### src/rtl/step_pulse_gen.sv
// rtl/step_pulse_gen.sv - step pulse source: walk/jog/run/hybrid rates via fractional accumulator
// Optional hybrid schedule ROM enabled by defining HYBRID_SCHEDULE_EN.
module step_pulse_gen #(
  parameter int CLK_HZ = 100_000_000
) (
  input  logic       clk,
  input  logic       reset_n,
  input  logic       start,
  input  logic [1:0] mode,
  output logic       pulse,
  output logic       second_tick,
  output logic [7:0] rate,
  output logic [7:0] sec_idx
);

  localparam int AW = $clog2(CLK_HZ + 256);
  localparam int CW = $clog2(CLK_HZ + 1);
  localparam logic [AW-1:0] CLK_ACC = AW'(CLK_HZ);
  localparam logic [CW-1:0] CLK_CYC = CW'(CLK_HZ);
  localparam logic [7:0]    SEC_MAX = 8'd145;

  logic [CW-1:0] cyc;
  logic [AW-1:0] acc;
  logic [1:0]    mode_q;

  logic [AW-1:0] acc_sum;
  logic          hit;
  logic          active;
  logic          last_cyc;
  logic [1:0]    next_mode;
  logic [7:0]    next_idx;
  logic [7:0]    next_rate;

`ifdef HYBRID_SCHEDULE_EN
  function automatic logic [7:0] hybrid_rate(input logic [7:0] idx);
    logic [7:0] r;
    r = 8'd0;
    case (idx)
      8'd1: r = 8'd20;
      8'd2: r = 8'd33;
      8'd3: r = 8'd66;
      8'd4: r = 8'd27;
      8'd5: r = 8'd70;
      8'd6: r = 8'd30;
      8'd7: r = 8'd19;
      8'd8: r = 8'd30;
      8'd9: r = 8'd33;
      default: begin
        if (idx >= 8'd10 && idx <= 8'd73)       r = 8'd69;
        else if (idx >= 8'd74 && idx <= 8'd79)  r = 8'd34;
        else if (idx >= 8'd80 && idx <= 8'd144) r = 8'd124;
      end
    endcase
    return r;
  endfunction
`endif

  // sec_idx is never 0 while running, so it doubles as the run flag
  always_comb begin
    active    = (sec_idx != 8'd0);
    last_cyc  = (cyc == CLK_CYC);
    acc_sum   = acc + AW'(rate);
    hit       = (acc_sum >= CLK_ACC);
    next_mode = mode_q;
    next_idx  = 8'd1;
    next_rate = 8'd0;
    if (!active || (mode != mode_q)) begin
      next_mode = mode;
      next_idx  = 8'd1;
    end else begin
      next_mode = mode_q;
      next_idx  = (sec_idx >= SEC_MAX) ? SEC_MAX : sec_idx + 8'd1;
    end
    case (next_mode)
      2'b00:   next_rate = 8'd32;
      2'b01:   next_rate = 8'd64;
      2'b10:   next_rate = 8'd128;
      default: begin
`ifdef HYBRID_SCHEDULE_EN
        next_rate = hybrid_rate(next_idx);
`else
        next_rate = 8'd0;
`endif
      end
    endcase
  end

  always_ff @(posedge clk or negedge reset_n) begin
    if (!reset_n) begin
      pulse       <= 1'b0;
      second_tick <= 1'b0;
      rate        <= 8'd0;
      sec_idx     <= 8'd0;
      cyc         <= '0;
      acc         <= '0;
      mode_q      <= 2'b00;
    end else if (!start) begin
      pulse       <= 1'b0;
      second_tick <= 1'b0;
      rate        <= 8'd0;
      sec_idx     <= 8'd0;
      cyc         <= '0;
      acc         <= '0;
      mode_q      <= 2'b00;
    end else if (!active) begin
      pulse       <= 1'b0;
      second_tick <= 1'b0;
      rate        <= next_rate;
      sec_idx     <= next_idx;
      mode_q      <= next_mode;
      cyc         <= CW'(1);
      acc         <= '0;
    end else begin
      pulse <= hit;
      acc   <= hit ? (acc_sum - CLK_ACC) : acc_sum;
      // window boundary: new rate takes effect for the first cycle of the next window
      if (last_cyc) begin
        second_tick <= 1'b1;
        cyc         <= CW'(1);
        acc         <= '0;
        rate        <= next_rate;
        sec_idx     <= next_idx;
        mode_q      <= next_mode;
      end else begin
        second_tick <= 1'b0;
        cyc         <= cyc + CW'(1);
      end
    end
  end

endmodule
### config.mk
export PLATFORM = sky130hd
export DESIGN_NAME = step_pulse_gen
export DESIGN_NICKNAME = d
export VERILOG_FILES = /design/src/rtl/step_pulse_gen.sv
export SDC_FILE = /design/constraint.sdc
export NUM_CORES = 1
export LEC_CHECK = 0
export ABC_AREA = 1
export BUFFER_PORTS_ARGS = -buffer_cell sky130_fd_sc_hd__buf_2
export CELL_PAD_IN_SITES_DETAIL_PLACEMENT = 1
export CELL_PAD_IN_SITES_GLOBAL_PLACEMENT = 2
export CORE_UTILIZATION = 30
export CTS_CLUSTER_DIAMETER = 100
export DETAILED_ROUTE_END_ITERATION = 8
export PLACE_DENSITY_LB_ADDON = 0.1
export SLEW_MARGIN = 20
export SYNTH_ARGS = -nofsm -noshare
export SYNTH_HDL_FRONTEND = slang
export SYNTH_SLANG_ARGS = --single-unit
### constraint.sdc
create_clock -name clk -period 2.5 [get_ports clk]
set_input_delay 0.25 -clock clk [delete_from_list [all_inputs] [get_ports clk]]
set_output_delay 0.25 -clock clk [all_outputs]
set_load 0.05 [all_outputs]
# == Word-level counts from Yosys, hierarchy flattened ==
# Cells that the tools add are included.
# W data, S select, Z words.
# totals
word_cells,47
reg_bits,74
out_inout_bits,18
# op_classes
reduce_logical,4
mux,25
magnitude_cmp,2
addsub,4
eq_ne,5
# op_table
op,n
$mux W27,7
$mux W8,8
$add A27 B1 Y27 const B,1
$add A27 B8 Y27,1
$eq A27 B27 Y1 const B,1
$ge A27 B27 Y1 const B,1
$sub A27 B27 Y27 const B,1
$pmux W8 S3,1
$add A8 B1 Y8 const B,1
$ge A8 B8 Y1 const B,1
$mux W2,4
$reduce_bool A8 Y1,1
$mux W1,5
$ne A3 B2 Y1 const B,1
$eq A2 B1 Y1 const B,1
$eq A2 B2 Y1 const B,1
$logic_not A2 Y1,1
$ne A2 B2 Y1,1
$logic_not A1 Y1,1
$logic_or A1 B1 Y1,1

# == Depth between registers and ports, before layout ==
# Gate-level depths: netlist of the first run.
# depth
depth_word,9
ltp_mapped,22
mapped_depth_nobuf,22

# == Worst setup path before layout of the first run ==
# Ideal clock, no wire load.
# synth_timing
kind,reg2reg
startpoint,register rate[5]
endpoint,register acc[21]
t_arrival_ns,2.859
required_time_ns,2.381
setup_time_ns,0.119
path_slack_ns,-0.478
path_stages_with_launch,22
n_path_buf,1
path_cell_list,dfrtp_1 > ha_1 > inv_1 > fa_1 > inv_1 > nand2_1 > nand2_1 > nand2_1 > nand2_1 > ha_1 > nand3_1 > nor2_1 > nand3_1 > nor2_1 > nand2_1 > nor2_1 > nand4_2 > nand3_4 > buf_6 > nand3_1 > nand2_1 > nor2_1
# synth_via
elab_chain_len,6
word_cells_on_any_way,7
classes_between,add/sub: 2; order compare: 1; mux: 4
# synth_lines
element,line_no,rtl
"start, declared",12,"output logic [7:0] rate,"
"start signal, assigned",108,rate <= next_rate;
"start signal, assigned",121,rate <= next_rate;
$add A27 B8 Y27 *,62,acc_sum = acc + AW'(rate);
$sub A27 B27 Y27 or $ge A27 B27 Y1 (tied branches),"115, 63",
$mux W27 *,115,acc <= hit ? (acc_sum - CLK_ACC) : acc_sum;
$mux W27 *,117,if (last_cyc) begin
$mux W27 *,105,end else if (!active) begin
$mux W27 *,97,end else if (!start) begin
"end signal, assigned",115,
"end, declared",23,logic [AW-1:0] acc;
# Mark *: on every way between the ends. The rest lies on a longest branch, timed or not.
# A chain may end at the register's enable or synchronous reset.

# == Final worst setup path of the first run ==
# layout_timing
startpoint,register acc[5]
endpoint,register acc[14]
# layout_via
elab_chain_len,6
word_cells_on_any_way,7
classes_between,add/sub: 2; order compare: 1; mux: 4
# layout_lines
element,line_no
$add A27 B8 Y27 *,62
$sub A27 B27 Y27 or $ge A27 B27 Y1 (tied branches),"115, 63"
$mux W27 *,115
$mux W27 *,117
$mux W27 *,105
$mux W27 *,97
# Marks and branches as above.

==> summary.md, run 1 <==
| Metric | Value |
|---|---|
| Max Slew Vio Count | 0 |
| Share of post-route cells with drive strength above 1 | 25.5% |
| Largest net degree at the start of global routing | 46 |
| Reg clk slew, reported paths | 60 ps |
| Crit path time final | roughly 2800 ps |
| CP Capture Point | acc[14] |
| Place WS | -499 ps |
| Max_slew headroom | around two thirds |
| Fin nets | between 700 and 800 |
| Area leader, netlist | dfrtp_1 |
| CP max FO | 7 |
| Row count | between 40 and 50 |
| Critical path class | flop to flop |
| Placed Area | 0.00528 sq mm |
| Seq cells post-synth | 64 |
| CTS H-tree depth | 3 |
| Worst Reg-to-Reg Cells | 20 |
| Tcrit/Tclk final | 114% |
| Clock Tree Buf Depth | 2 |
| Syn avg cell area | between 6 and 7 sq um |
| Final instance area | 0.00599 sq mm |
| CTS sink cnt | 64 |
| Core ar. | 0.0145 sq mm |
| Setup violators final | 20 |
| CP Data Arrival Time | approximately 3100 ps |
| Cell Pwr Density | 466 mW/mm^2 |
| Design Power | 2.79 mW |
| DRT Wirelength | about 15000 microns |
| R2R setup slack | -340 ps |
| Congestion Overflow GR | 0 |
| Register area share after synthesis | 36.0% |
| Die footprint | 0.0153 sq mm |
| Worst-Margin Slew | slightly above 500 ps |
| Hold/Removal Path Class | input pin to flop |
| Worst Slack Setup Final | -341 ps |
| Num CTS Buffers | 9 |
| Total number of vias | between 4000 and 5000 |
| Number of antenna violations at the first check in global routing | 0 |
| IR drop worst, VDD | 0.258 mV |
| Ys flop type | dfrtp_1 |
| Remaining antenna violation count | 0 |
| Reg2Reg Capture Point | acc[14] |
| ANT cells | 0 |
| Vias in the first global route | between 4000 and 5000 |
| Synthesized area | 0.00445 sq mm |
| Synth Warn # | 0 |
| Post-route non-filler standard cell count | 946 |
| Crit. End Element | flop |
| DRC | 0 |
| Total GRT Usage | 20.7% |
| Number of DRC markers in iteration 0 | 113 |
| Clk_skew | 6.41 ps |
| Global-route wire length before repair | ~24000 microns |
| Mean routed wirelength per cell | 15.4 microns |
| Initial Util | 30.7% |
| Filler Cells Inserted | approximately 1800 |
| CTS tree | done |
| Die height | roughly 120 microns |
| FF-to-FF Start | acc[5] |
| Final hold violations | 0 |
| Kind of start point of the critical path | flop |
| Critical path origin | acc[5] |
| P&R area growth vs syn | 34.5% |
| I/O Pins | 23 |
| Clock Latency Late Sink | around 340 ps |
| Leak | 2.73 nW |
| Async S/R FF share, synth | 100% |
| Gp weighted congestion | 0.805 |
| Achievable frequency | 352 MHz |
| First-pass DRT Iterations | 4 |
| Vias per inst | approximately 4.8 |
| Worst Path Required | approximately 2700 ps |
| Status | finished with violations |
| Max-cap violations | 0 |
| Top post-synthesis cells by area | dfrtp_1 36%, nand2_1 15%, nor2_1 8.9%, inv_1 7.8%, nand3_1 5.4% |
| Root buffer cell | clkbuf_16 |
| Number of flops mapped to enable cells by yosys | 0 |
| Dpl cells | about 920 |
| Port-buffer cells | 17 |
| RSZ-0062 raised after global routing | yes |
| Die Wd | between 100 and 150 microns |
| Final HPWL DP | 10800 microns |
| Synth cell types | 45 |
| Top cell type's share of synthesized area | 36.0% |
| Cells after Synth | 665 |
| Failing checks | negative setup slack |
-- stage by stage --
stage               util [%]  setup TNS [ps]  hold slack, ps
finish                  41.3           -5400             157
global route            41.3          -10100             162
CTS                     40.7           -5750             141
detailed placement      36.5           -8960             253
global placement        36.5           -7410             247
floorplan                  -           -3090           -45.6
-- worst min path at each step --
stage / start / to / cells after the start
CTS: mode[1] / rate[6] / 2
global route: mode[1] / rate[6] / 2
finish: mode[1] / rate[6] / 2
detailed placement: reset_n / acc[23] / 1
floorplan: reset_n / acc[10] / 0
global placement: reset_n / acc[22] / 1
-- cell usage in the layout (no fill, tap or decap), drive strengths merged, types with 2 or more instances in the layout --
master,Yosys,final
a211oi,2,2
a21boi,2,2
a21oi,37,37
a31oi,2,2
a32o,2,2
and2,3,3
buf,13,92
bufinv,0,3
clkbuf,3,11
clkinv,0,2
conb,1,5
dfrtp,64,64
ha,11,11
inv,95,95
nand2,187,187
nand3,50,50
nand3b,3,3
nand4,22,22
nor2,114,114
nor3,14,14
nor4,5,5
o21a,2,2
o21ai,17,17
o21bai,3,3
o22ai,2,2
o32ai,2,2
xor2,4,4
-- layer usage --
metal	vias to the layer above	wire, microns	GRT usage [%]
li1	2301	-	-
met1	2218	6920	26.0
met2	35	7130	35.3
met3	20	230	3.34
met4	0	316	7.61
met5	-	0	0
-- critical path, stage by stage (launching register included) --
cell and delay, ps:
dfrtp_1 380, ha_4 150, inv_2 30, fa_2 370, inv_2 70, nand3_1 110
nand2_4 130, buf_4 120, buf_4 100, nand3b_1 90, nand2_2 110, nor2_1 50
nand2_1 80, nor2_1 50, nor2_2 160, nand3_4 140, buf_12 160, buf_6 110
buf_6 110, a21oi_1 140, nor2_1 60
-- cell families (layout without fill, tap and decap cells) --
kind of cell	count (synthesis)	after routing	synth area share, %
compound gates	74	74	9.73
fa+ha+maj	12	12	3.54
flops	64	64	36.0
other cells	1	5	0.0843
buf+inv	111	204	10.5
xor+xnor	4	4	0.787
simple gates	399	399	39.4
-- cell usage after synthesis (2+ instances only) --
cell      count
nand2_1     179
nor2_1      105
inv_1        93
dfrtp_1      64
nand3_1      48
a21oi_1      36
nand4_1      21
o21ai_0      16
nor3_1       14
ha_1         11
nand2_2       7
buf_4         6
nor2_2        6
nor4_1        5
xor2_1        4
and2_1        3
buf_2         3
buf_6         3
clkbuf_1      3
nand3b_1      3
nor2_4        3
a211oi_1      2
a31oi_1       2
a32o_1        2
inv_2         2
o21a_1        2
o21bai_1      2
o22ai_1       2
o32ai_1       2
-- flip-flops by register name, summed over array words and instances, names as in the netlist --
| name | count |
|---|---|
| sec_idx | 8 |
| mode_q | 2 |
| pulse | 1 |
| acc | 22 |
| rate | 3 |
| second_tick | 1 |
| cyc | 27 |
-- report_power, final --
| part | total [mW] | internal (mW) | leakage, nW | switching [mW] |
|---|---|---|---|---|
| Clock | 1.50 | 1.00 | 0.170 | 0.497 |
| Combinational | 0.229 | 0.0673 | 1.68 | 0.161 |
| Sequential | 1.06 | 1.05 | 0.880 | 0.0130 |
-- final cells by class --
cell class              count  area (sq um)  share of cell area [%]
well taps                 184           230                    3.85
clock inverters             5           104                    1.73
multi-input cells         494          2660                    44.4
repair buffers             93           787                    13.1
flip-flops and latches     64          1610                    26.8
clock buffers              11           243                    4.06
inverters                  95           357                    5.96
-- what timing repair did --
item / CTS / global route
pin swaps: 21 / 20
setup endpoints to repair: 20 / 27
hold endpoints to repair: 19 / 0
cloned: 3 / 0
setup buffers: 7 / 3
hold buffers: 1 / 0
gates resized for setup: 31 / 21
Note: power is estimated with default switching activity, not from simulation.
==> run 2, diff against run 1 <==
- CORE_MARGIN: not set -> 2
- CORE_UTILIZATION: 30 -> 31
==> run 2 against run 1 <==
  * The run still ends with negative setup slack left
  * Worst setup slack improved by 26 ps
  * Sequential power about the same
  * Flip-flop and latch count stayed put
  * Cell count fell by 0.11%
  * Clock power shrank 4%
==> summary.md, run 2 (synthesis gave the netlist of run 1 again) <==
| Metric | Value |
|---|---|
| Status | finished with violations |
| Failing checks | negative setup slack |
| Initial Util | 31.9% (+1.2 points) |
| P&R area growth vs syn | 36.6% |
| Crit path time final | 2820 ps (-25.8 ps) |
| Reg2Reg Capture Point | acc[16] |
| Max stage delay on crit path | 370 ps (about the same) |
| CTS H-tree depth | 3 (unchanged) |
| Share of post-route cells with drive strength above 1 | 28.6% (+3.2 points) |
| Dpl cells | 914 (-0.22%) |
| Max_slew headroom | 67.1% (+1.2 points) |
| Crit-path cells | ha_4 -> inv_2 -> fa_2 -> inv_2 -> nand2_2 -> nand2_2 -> nand2_2 -> nand2_4 -> ha_4 -> nand3_4 -> nor2_4 -> nand3_2 -> nor2_2 -> nand2_1 -> nor2_2 -> nand4_2 -> nand3_4 -> buf_8 -> buf_12 -> nand3_2 -> nand2_1 -> nor2_1 |
| Place WS | -421 ps (+78.3 ps) |
| Clock power frac | 52.6% (-1.1 points) |
| Achievable frequency | 355 MHz (+0.92%) |
| Worst-Margin Slew | 489 ps (-17.9 ps) |
| Vias in the first global route | 4807 (-0.083%) |
| Row count | 43 (-2.3%) |
| Post-route non-filler standard cell count | 945 (-0.11%) |
| Num CTS Buffers | 9 (unchanged) |
| Clock Latency Late Sink | 330 ps (about the same) |
| Kind of start point of the critical path | flop |
| Worst Slack Setup Final | -315 ps (+25.8 ps) |
| Number of antenna violations at the first check in global routing | 0 (unchanged) |
| Remaining antenna violation count | 0 (unchanged) |
| Final hold violations | 0 (unchanged) |
| Largest net degree at the start of global routing | 39 (-15%) |
| Critical Path Most Common Cell | nand2_2 |
| Critical Path Slowest Stage Cell | dfrtp_1 |
| Congestion Overflow GR | 0 (unchanged) |
| Clk_skew | 5.55 ps (-0.857 ps) |
| Placed Area | 0.00533 sq mm (+0.90%) |
| Biggest register | cyc |
| R2R setup slack | -320 ps (+30 ps) |
| Number of DRC markers in iteration 0 | 128 (+13%) |
| Critical path origin | acc[5] |
| Max-cap violations | 0 (unchanged) |
| FF-to-FF Start | acc[5] |
| Global-route wire length before repair | 23700 microns (-0.72%) |
| Tcrit/Tclk final | 113% (-1.0 points) |
| Final instance area | 0.00608 sq mm (+1.5%) |
| Power share of the combinational group | 8.4% (+0.2 points) |
| Setup violators final | 20 (unchanged) |
| Seq pwr share | 38.9% (+0.8 points) |
| Hold/Removal Path Class | input pin to flop |
| Fin nets | 777 (+0.39%) |
| Switching pwr | 0.642 mW (-4.5%) |
| Total GRT Usage | 19.9% (-0.78 points) |
| CP max FO | 6 (-1) |
| IR drop worst, VDD | 0.234 mV (-9.1%) |
| Leak | 2.74 nW (+0.36%) |
| RSZ-0062 raised after global routing | yes |
| Worst Path Required | 2720 ps (about the same) |
| Gp weighted congestion | 0.818 (+1.6%) |
| Cell Pwr Density | 449 mW/mm^2 (-3.6%) |
| Switch share | 23.5% (-0.58 points) |
| Biggest regs | cyc (27), acc (22), sec_idx (8) |
| CTS tree | done |
| Crit. End Element | flop |
| Clock Tree Buf Depth | 2 (unchanged) |
| ANT cells | 0 (unchanged) |
| DRC | 0 (unchanged) |
| Total number of vias | 4546 (-0.61%) |
| Root buffer cell | clkbuf_16 |
| CP Data Arrival Time | 3030 ps (-40 ps) |
| Die footprint | 0.0153 sq mm (about the same) |
| Max Slew Vio Count | 0 (unchanged) |
| Final HPWL DP | 10600 microns (-2.5%) |
| Reg clk slew, reported paths | 60 ps (about the same) |
| Most frequent cells in the layout | 157 x nand2_1, 91 x nor2_1, 87 x inv_1 |
| Mean routed wirelength per cell | 14.8 microns (-3.9%) |
| Critical path class | flop to flop |
| Vias per inst | 4.81 (-0.51%) |
| Die height | 124 microns (about the same) |
| I/O Pins | 23 (unchanged) |
| Max reg flops | 27 (unchanged) |
| Pint | 2.09 mW (-1.4%) |
| First-pass DRT Iterations | 4 (unchanged) |
| Commonest non-fill, non-tap cell in the layout | nand2_1 |
| Port-buffer cells | 17 (unchanged) |
| DRT Wirelength | 14000 microns (-4.0%) |
| Die Wd | 124 microns (about the same) |
| Worst Reg-to-Reg Cells | 22 (+10%) |
| CP Capture Point | acc[16] |
| CTS sink cnt | 64 (unchanged) |
| Core ar. | 0.0139 sq mm (-3.8%) |
==> run 2: changes by cell type in the layout (fill, tap and decap cells not counted), sizes merged <==
cell,previous run,this run
buf,92,94
clkinvlp,0,1
==> run 2: repair_timing <==
item	in CTS	in global routing
hold buffers	1	0
setup buffers	9	5
setup endpoints to repair	20	25
resized for setup	29	52
pin swaps	22	35
gates cloned	2	1
endpoints found under the hold margin	14	0
==> run 2: worst min-delay path by stage <==
stage                     cells past startpoint          to     from
after floorplan                               0     acc[10]  reset_n
after global placement                        1  sec_idx[3]  reset_n
after detailed placement                      1  sec_idx[3]  reset_n
after CTS                                     2     rate[6]  mode[1]
after global routing                          2     rate[6]  mode[1]
final                                         2     rate[6]  mode[1]
==> run 2: power groups by stage <==
stage / Sequential [mW] / Clock (mW) / Combinational [mW]
3_3_place_gp: 1.08 / 0 / 0.220
5_1_grt: 1.06 / 1.54 / 0.260
2_1_floorplan: 1.10 / 0 / 0.125
6_report: 1.06 / 1.44 / 0.230
4_1_cts: 1.06 / 1.48 / 0.230
3_5_place_dp: 1.08 / 0 / 0.223
==> run 2: worst max-delay path: cells and delay by family, from the launching register on <==
family	cells	cell delay (ps)
adders and majority gates	3	650
and+or+nand+nor	15	1280
DFF	1	370
buffers and inverters	4	410
==> run 2: stage by stage <==
| step | power, mW | hold slack, ps | TNS (ps) | util [%] |
|---|---|---|---|---|
| 3_3_place_gp | 1.30 | 202 | -5650 | 38.2 |
| 3_5_place_dp | 1.30 | 214 | -7640 | 38.2 |
| 5_1_grt | 2.86 | 175 | -9120 | 43.6 |
| 6_report | 2.73 | 152 | -5510 | 43.6 |
| 2_1_floorplan | 1.22 | -45.6 | -3090 | - |
| 4_1_cts | 2.77 | 139 | -5340 | 42.3 |
==> run 2: per-layer routing <==
layer  track usage, %  routed length, microns  vias up  share of wire [%]
li1                 -                       -     2312                  -
met1             25.3                    6470     2194                 46
met2             35.3                    7190       28                 51
met3             2.93                     204       12                1.5
met4             4.97                     142        0                1.0
met5                0                       0        -                  0
==> run 2: cell type report <==
cell class | instances | area (sq um)
Inverter | 95 | 357
Fill cell | 1756 | 7860
Multi-Input combinational cell | 494 | 2760
Timing Repair Buffer | 96 | 796
Clock buffer | 10 | 229
Sequential cell | 64 | 1610
Clock inverter | 6 | 108
Tap cell | 180 | 225
